## src/rtl/stopwatch_ctrl.sv

```systemverilog
// stopwatch_ctrl: IDLE/RUN/PAUSE/LAP sequencing, 1 Hz prescaler, BCD seconds
// counter with lap hold, and a registered display mux for display_inf.
module stopwatch_ctrl #(
  parameter int TICK_DIV = 125_000_000
) (
  input  logic       CLK,
  input  logic       RST,
  input  logic       KEY_SS,
  input  logic       KEY_LAP,
  output logic [3:0] NUM_1S,
  output logic [2:0] NUM_10S,
  output logic       RUNNING,
  output logic       LAP_ACT,
  output logic       TICK
);

  localparam int PW = $clog2(TICK_DIV);
  localparam logic [PW-1:0] PSC_MAX = PW'(TICK_DIV - 1);

  typedef enum logic [1:0] {IDLE, RUN, PAUSE, LAP} state_t;

  state_t        state, state_n;
  logic [PW-1:0] psc, psc_n;
  logic [3:0]    cnt1, cnt1_n, lap1, lap1_n, disp1_n;
  logic [2:0]    cnt10, cnt10_n, lap10, lap10_n, disp10_n;
  logic          tick_n, wrap;

  assign wrap = (psc == PSC_MAX);

  // Register state, datapath and display; reset clears everything.
  always_ff @(posedge CLK) begin
    if (RST) begin
      state   <= IDLE;
      psc     <= '0;
      cnt1    <= '0;
      cnt10   <= '0;
      lap1    <= '0;
      lap10   <= '0;
      NUM_1S  <= '0;
      NUM_10S <= '0;
      TICK    <= 1'b0;
    end else begin
      state   <= state_n;
      psc     <= psc_n;
      cnt1    <= cnt1_n;
      cnt10   <= cnt10_n;
      lap1    <= lap1_n;
      lap10   <= lap10_n;
      NUM_1S  <= disp1_n;
      NUM_10S <= disp10_n;
      TICK    <= tick_n;
    end
  end

  // Next-state, prescaler, count and lap decode; KEY_SS has priority.
  always_comb begin
    state_n = state;
    psc_n   = psc;
    cnt1_n  = cnt1;
    cnt10_n = cnt10;
    lap1_n  = lap1;
    lap10_n = lap10;
    tick_n  = 1'b0;
    case (state)
      IDLE: begin
        if (KEY_SS) begin
          state_n = RUN;
          psc_n   = '0;
        end
      end
      RUN, LAP: begin
        if (wrap) begin
          // A tick coinciding with KEY_SS still lands before the pause.
          psc_n  = '0;
          tick_n = 1'b1;
          if (cnt1 == 4'd9) begin
            cnt1_n  = 4'd0;
            cnt10_n = (cnt10 == 3'd5) ? 3'd0 : cnt10 + 3'd1;
          end else begin
            cnt1_n = cnt1 + 4'd1;
          end
        end else begin
          psc_n = psc + PW'(1);
        end
        if (KEY_SS) begin
          state_n = PAUSE;
          if (!wrap) psc_n = psc;  // hold the phase so resume is seamless
        end else if (KEY_LAP) begin
          if (state == RUN) begin
            state_n = LAP;
            lap1_n  = cnt1;        // pre-increment snapshot
            lap10_n = cnt10;
          end else begin
            state_n = RUN;
          end
        end
      end
      PAUSE: begin
        if (KEY_SS) begin
          state_n = RUN;
        end else if (KEY_LAP) begin
          state_n = IDLE;
          psc_n   = '0;
          cnt1_n  = '0;
          cnt10_n = '0;
        end
      end
      default: state_n = IDLE;
    endcase
  end

  // Display follows the next state so it switches on the same edge.
  always_comb begin
    disp1_n  = cnt1_n;
    disp10_n = cnt10_n;
    if (state_n == LAP) begin
      disp1_n  = lap1_n;
      disp10_n = lap10_n;
    end
  end

  assign RUNNING = (state == RUN) || (state == LAP);
  assign LAP_ACT = (state == LAP);

endmodule
```

## config.mk

```make
export PLATFORM = sky130hd
export DESIGN_NAME = stopwatch_ctrl
export DESIGN_NICKNAME = d
export VERILOG_FILES = /design/src/rtl/stopwatch_ctrl.sv
export SDC_FILE = /design/constraint.sdc
export NUM_CORES = 1
export LEC_CHECK = 0
export ABC_AREA = 1
export BUFFER_PORTS_ARGS = -buffer_cell sky130_fd_sc_hd__buf_2
export CAP_MARGIN = 20
export CORE_MARGIN = 2
export CORE_UTILIZATION = 45
export DETAILED_ROUTE_END_ITERATION = 8
export PLACE_DENSITY = 0.57
export SLEW_MARGIN = 30
export SYNTH_ARGS = -nofsm -noshare
export SYNTH_HDL_FRONTEND = slang
export SYNTH_SLANG_ARGS = --single-unit
```

## constraint.sdc

```tcl
create_clock -name CLK -period 3.9 [get_ports CLK]
set_clock_uncertainty 0.1 [all_clocks]
set_input_delay 0.78 -clock CLK [delete_from_list [all_inputs] [get_ports CLK]]
set_output_delay 0.78 -clock CLK [all_outputs]
set_load 0.02 [all_outputs]
```

Word-level counts from Yosys, hierarchy flattened:

Index checks and enable logic that the tools add are counted.

* word-level logic and storage cells: 65
* output and inout bits: 10
* flip-flop bits (word level): 51

* equal/unequal tests: 11
* add/sub/neg operators: 3
* reduce and logical (&&, ||, !) cells: 5
* multiplexer cells: 36
* bitwise logic cells: 1

Operators by type and width (count)
* 27-bit two-way mux: 6
* 27-bit one-hot mux with 3 select lines: 1
* 4-bit two-way mux: 9
* 3-bit two-way mux: 10
* 27-bit by 1-bit adder with 27-bit output (second input constant): 1
* 27-bit equality test (second input constant): 1
* 2-bit two-way mux: 6
* 4-bit one-hot mux with 2 select lines: 1
* 2-bit equality test (second input constant): 3
* 2-bit != test (second input constant): 3
* 2-bit one-hot mux with 3 select lines: 1
* 3-bit one-hot mux with 2 select lines: 1
* 4-bit by 1-bit adder with 4-bit output (second input constant): 1
* 4-bit equality test (second input constant): 1
* 4-bit AND reduction: 1
* 2-bit OR reduction: 2
* 3-bit by 1-bit adder with 3-bit output (second input constant): 1
* 3-bit equality test (second input constant): 1
* 3-bit != test (second input constant): 1
* 2-bit by 1-bit equality test with 1-bit output (second input constant): 1
* 2-bit logical NOT: 1
* 1-bit logical OR: 1
* 1-bit two-way mux: 1
* 1-bit inverter: 1

Logic depth before layout (Yosys ltp):

* depth after elaboration: 7
* depth in mapped cells: 13

Worst setup path after synthesis:

No wires, ideal clock.

* path kind: input to register
* start point: input port KEY_LAP
* end point: register NUM_1S[1]
* path buffers: 0
* stages: 7
* slack: 1.859 ns
* arrival time: 1.884 ns
* required time: 3.743 ns
* cell sequence: or2_2 -> or2_2 -> nand2_1 -> nand2_1 -> nand3_1 -> nand3_1 -> inv_1

* word-level cells in the longest chain between the ends: 5

RTL lines
* from (decl): line 9 `input logic KEY_LAP,`
* 2-bit two-way mux (on tied branches): line 101, 88
* 2-bit two-way mux (on tied branches): line 99, 85
* 2-bit one-hot mux with 3 select lines: line 64 `case (state)`
* 2-bit equality test: line 116 `if (state_n == LAP) begin`
* 4-bit two-way mux (*): line 116
* to (signal assigned): line 49 `NUM_1S <= disp1_n;`
* to (decl): line 10 `output logic [3:0] NUM_1S,`

Every way passes the cells marked *; elsewhere a longest branch is shown, timed or not.
A chain may end at the register's enable or synchronous reset.

Worst setup path after layout:

* start point: register state[0]
* end point: register psc[11]

* word-level cells in the longest chain between the ends: 4

RTL lines
* from (decl): line 22 `state_t state, state_n;`
* from (signal assigned): line 43 `state <= state_n;`
* 2-bit equality test or 2-bit by 1-bit equality test with 1-bit output (tied branches): line 64
* 2-bit OR reduction: line 64
* 3-bit != test (no source line)
* 4-bit AND reduction (no source line)
* to (signal assigned): line 44 `psc <= psc_n;`
* to (decl): line 23 `logic [PW-1:0] psc, psc_n;`

Several ways; a longest one is shown, not always the timed one.

==> flow_summary.json <==
{
  "min_path_type": "reg -> reg",
  "cts_sinks": 51,
  "rr_worst_depth": 8,
  "vias": 2931,
  "grt_remaining_overflow": 0,
  "final_common_cell": "nand2_1",
  "cp-end-kind": "flop",
  "drc": 0,
  "wire_per_inst_um": 13.17,
  "antenna_found_initial": 0,
  "netlist_instances": 488,
  "drt_iter0_markers": 174,
  "pin_count": 14,
  "grt_max_degree": 25,
  "timing.rr.start": "state[0]$_SDFF_PP0_",
  "syn_to_final_growth_pct": 6.435,
  "cp-start-kind": "flop",
  "worstPathMaxFanout": 22,
  "dieArea_um2": 7459,
  "timing.hold.worst_path_depth": 2,
  "slew_violations": 0,
  "coreArea_um2": 6681,
  "synth_fp_nets": 495,
  "syn-cell-area_um2": 3053,
  "p_leak_nw": 1.417,
  "grt_pass1_vias": 2688,
  "status": "complete, no violations",
  "cts_setup_buffers": 0,
  "max_slew_margin_pct": 57.12,
  "start_util_pct": 45.69,
  "die_w_um": 86.37,
  "powerDensity_nw_per_um2": 351.5,
  "dpl.hpwl_um": 5716,
  "rsz0062_at_grt": "false",
  "fin_nets": 502,
  "track_usage_pct": 21.89,
  "cts_resized": 0,
  "tightest_slew_ns": 0.6416,
  "dpl_cell_area_um2": 3113,
  "cts.htree.levels": 2,
  "vias_per_cell": 5.089,
  "cts_tree": "built",
  "setup_tns_ns": 0,
  "io_buffer_count": 13,
  "first_pass_iters": 5,
  "wl_um": 7586,
  "post-route-period-util_pct": 62.17,
  "r2r_slack_ns": 1.48,
  "worstPathArrival_ns": 2.53,
  "cp.required_ns": 4.01,
  "synth-edff-count": 0,
  "grt_pass1_wl_um": 13020,
  "final_area_um2": 3249,
  "holdWs_ns": 0.3856,
  "cts_hold_buf": 0,
  "root_buffer": "clkbuf_8",
  "final_cell_mix": "nand2_1 (136), nor2_1 (86), inv_1 (60)",
  "ys_ff_latch": 51,
  "drive_gt1_share_pct": 9.879,
  "synth_seq_area_share_pct": 33.44,
  "drtAntennaViolNets": 0,
  "hold_path_end": "lap1[3]$_SDFF_PP0_",
  "std_cell_rows": 30,
  "diodes": 0,
  "finalHoldViolCount": 0,
  "setup.worst_path.class": "reg -> reg",
  "die_y_um": 86.37,
  "hp-start": "lap1[3]$_SDFF_PP0_",
  "clock.fmax_mhz": 412.4,
  "routabilityCongestion": 0.9442,
  "avgSynthCellArea_um2": 6.256,
  "reg2reg_to": "psc[11]$_SDFFE_PP0P_",
  "synth_async_sr_flop_share_pct": 0,
  "ir_drop_uv": 170.6,
  "yosysUniqueCellTypes": 29,
  "synth_warnings": 0,
  "drv_cap": 0,
  "fin_cells": 576,
  "numCtsBuffers": 5,
  "clkSlewWorstSetupHoldPaths_ns": 0.10,
  "cts.path.max_buffers": 2,
  "dp_cells": 568,
  "ys.flop_type": "dfxtp_1",
  "insertion_delay_ns": 0.30,
  "setup_violations": 0,
  "period_minus_slack_ns": 2.425
}
[area by class of cell]
type | instances | area (um2)
Tap cell | 80 | 100.1
Fill cell | 733 | 3432
Clock buffer | 5 | 68.82
Clock inverter | 3 | 67.56
Multi-Input combinational cell | 360 | 1687
Timing Repair Buffer | 13 | 65.06
Inverter | 64 | 240.2
Sequential cell | 51 | 1021
[routing by layer]
metal | up-vias | track usage (%) | wire [um]
met5 | - | 0 | 0
met2 | 52 | 33.78 | 3256
li1 | 1541 | - | -
met4 | 0 | 4.261 | 57
met3 | 7 | 3.429 | 318
met1 | 1331 | 32.45 | 3953
[power breakdown]
| group | internal [mW] | leakage, nW | switching [mW] | total (mW) |
|---|---|---|---|---|
| registers | 0.531 | 0.412 | 0.00886 | 0.540 |
| clock network | 0.256 | 0.0644 | 0.189 | 0.445 |
| logic | 0.0413 | 0.940 | 0.115 | 0.157 |
[how the worst max path moves through the flow]
stage	endpoint	slack, ns	cells after the start	start
floorplan	NUM_1S[1]$_SDFF_PP0_	1.86	7	KEY_LAP
global placement	psc[11]$_SDFFE_PP0P_	1.45	8	KEY_SS
detailed placement	psc[11]$_SDFFE_PP0P_	1.36	8	KEY_SS
CTS	psc[11]$_SDFFE_PP0P_	1.48	8	state[0]$_SDFF_PP0_
global route	psc[11]$_SDFFE_PP0P_	1.26	8	state[0]$_SDFF_PP0_
finish	psc[11]$_SDFFE_PP0P_	1.48	8	state[0]$_SDFF_PP0_
[cell families after synthesis]
family	Yosys count	share of synthesized area (%)
AO/OA/AOI/OAI	37	7.500
flip-flops	51	33.44
adder cells (fa/ha/maj)	3	1.230
multiplexers	2	0.6558
XOR/XNOR	1	0.2869
buffers and inverters	77	11.31
AND/OR/NAND/NOR	317	45.57
[cell usage after synthesis (2+ instances only)]
master / count / area, um2
nor3_1: 23 / 115.1
o21ai_0: 4 / 20.02
inv_1: 60 / 225.2
nand2_4: 3 / 33.78
nor2_4: 4 / 45.04
buf_2: 3 / 15.01
nand4_1: 5 / 31.28
dfxtp_1: 51 / 1021
nor2_1: 86 / 322.8
o21ai_2: 6 / 52.55
mux2i_1: 2 / 20.02
nand3b_1: 3 / 22.52
nand2_1: 136 / 510.5
nor2_2: 2 / 12.51
a21oi_1: 23 / 115.1
or2_2: 3 / 18.77
nand3_1: 46 / 230.2
nand2_2: 4 / 25.02
inv_2: 4 / 15.01
clkbuf_1: 3 / 11.26
buf_6: 7 / 78.83
ha_1: 3 / 37.54
[critical path, cell delays in order, from the launching register on]
cell,delay (ns)
dfxtp_1,0.61
inv_2,0.22
nand2_2,0.13
nor2_1,0.07
nor2_4,0.23
a21boi_4,0.60
nand3_1,0.18
nor2_1,0.13
nor2_1,0.04
[per-stage QoR]
stage               utilization [%]  setup WS [ns]  total power [mW]
global route                  48.63          1.260             1.192
floorplan                         -          1.859            0.6900
finish                        48.63          1.475             1.142
detailed placement            46.59          1.364            0.7102
global placement              46.59          1.452            0.7075
CTS                           48.63          1.476             1.151
[registers in the layout, summed over array words and instances, names as in the netlist]
register / flops
cnt1: 4
state: 2
cnt10: 3
lap1: 4
TICK: 1
NUM_1S: 4
psc: 27
lap10: 3
NUM_10S: 3
Power figures use the tool's default switching activity.
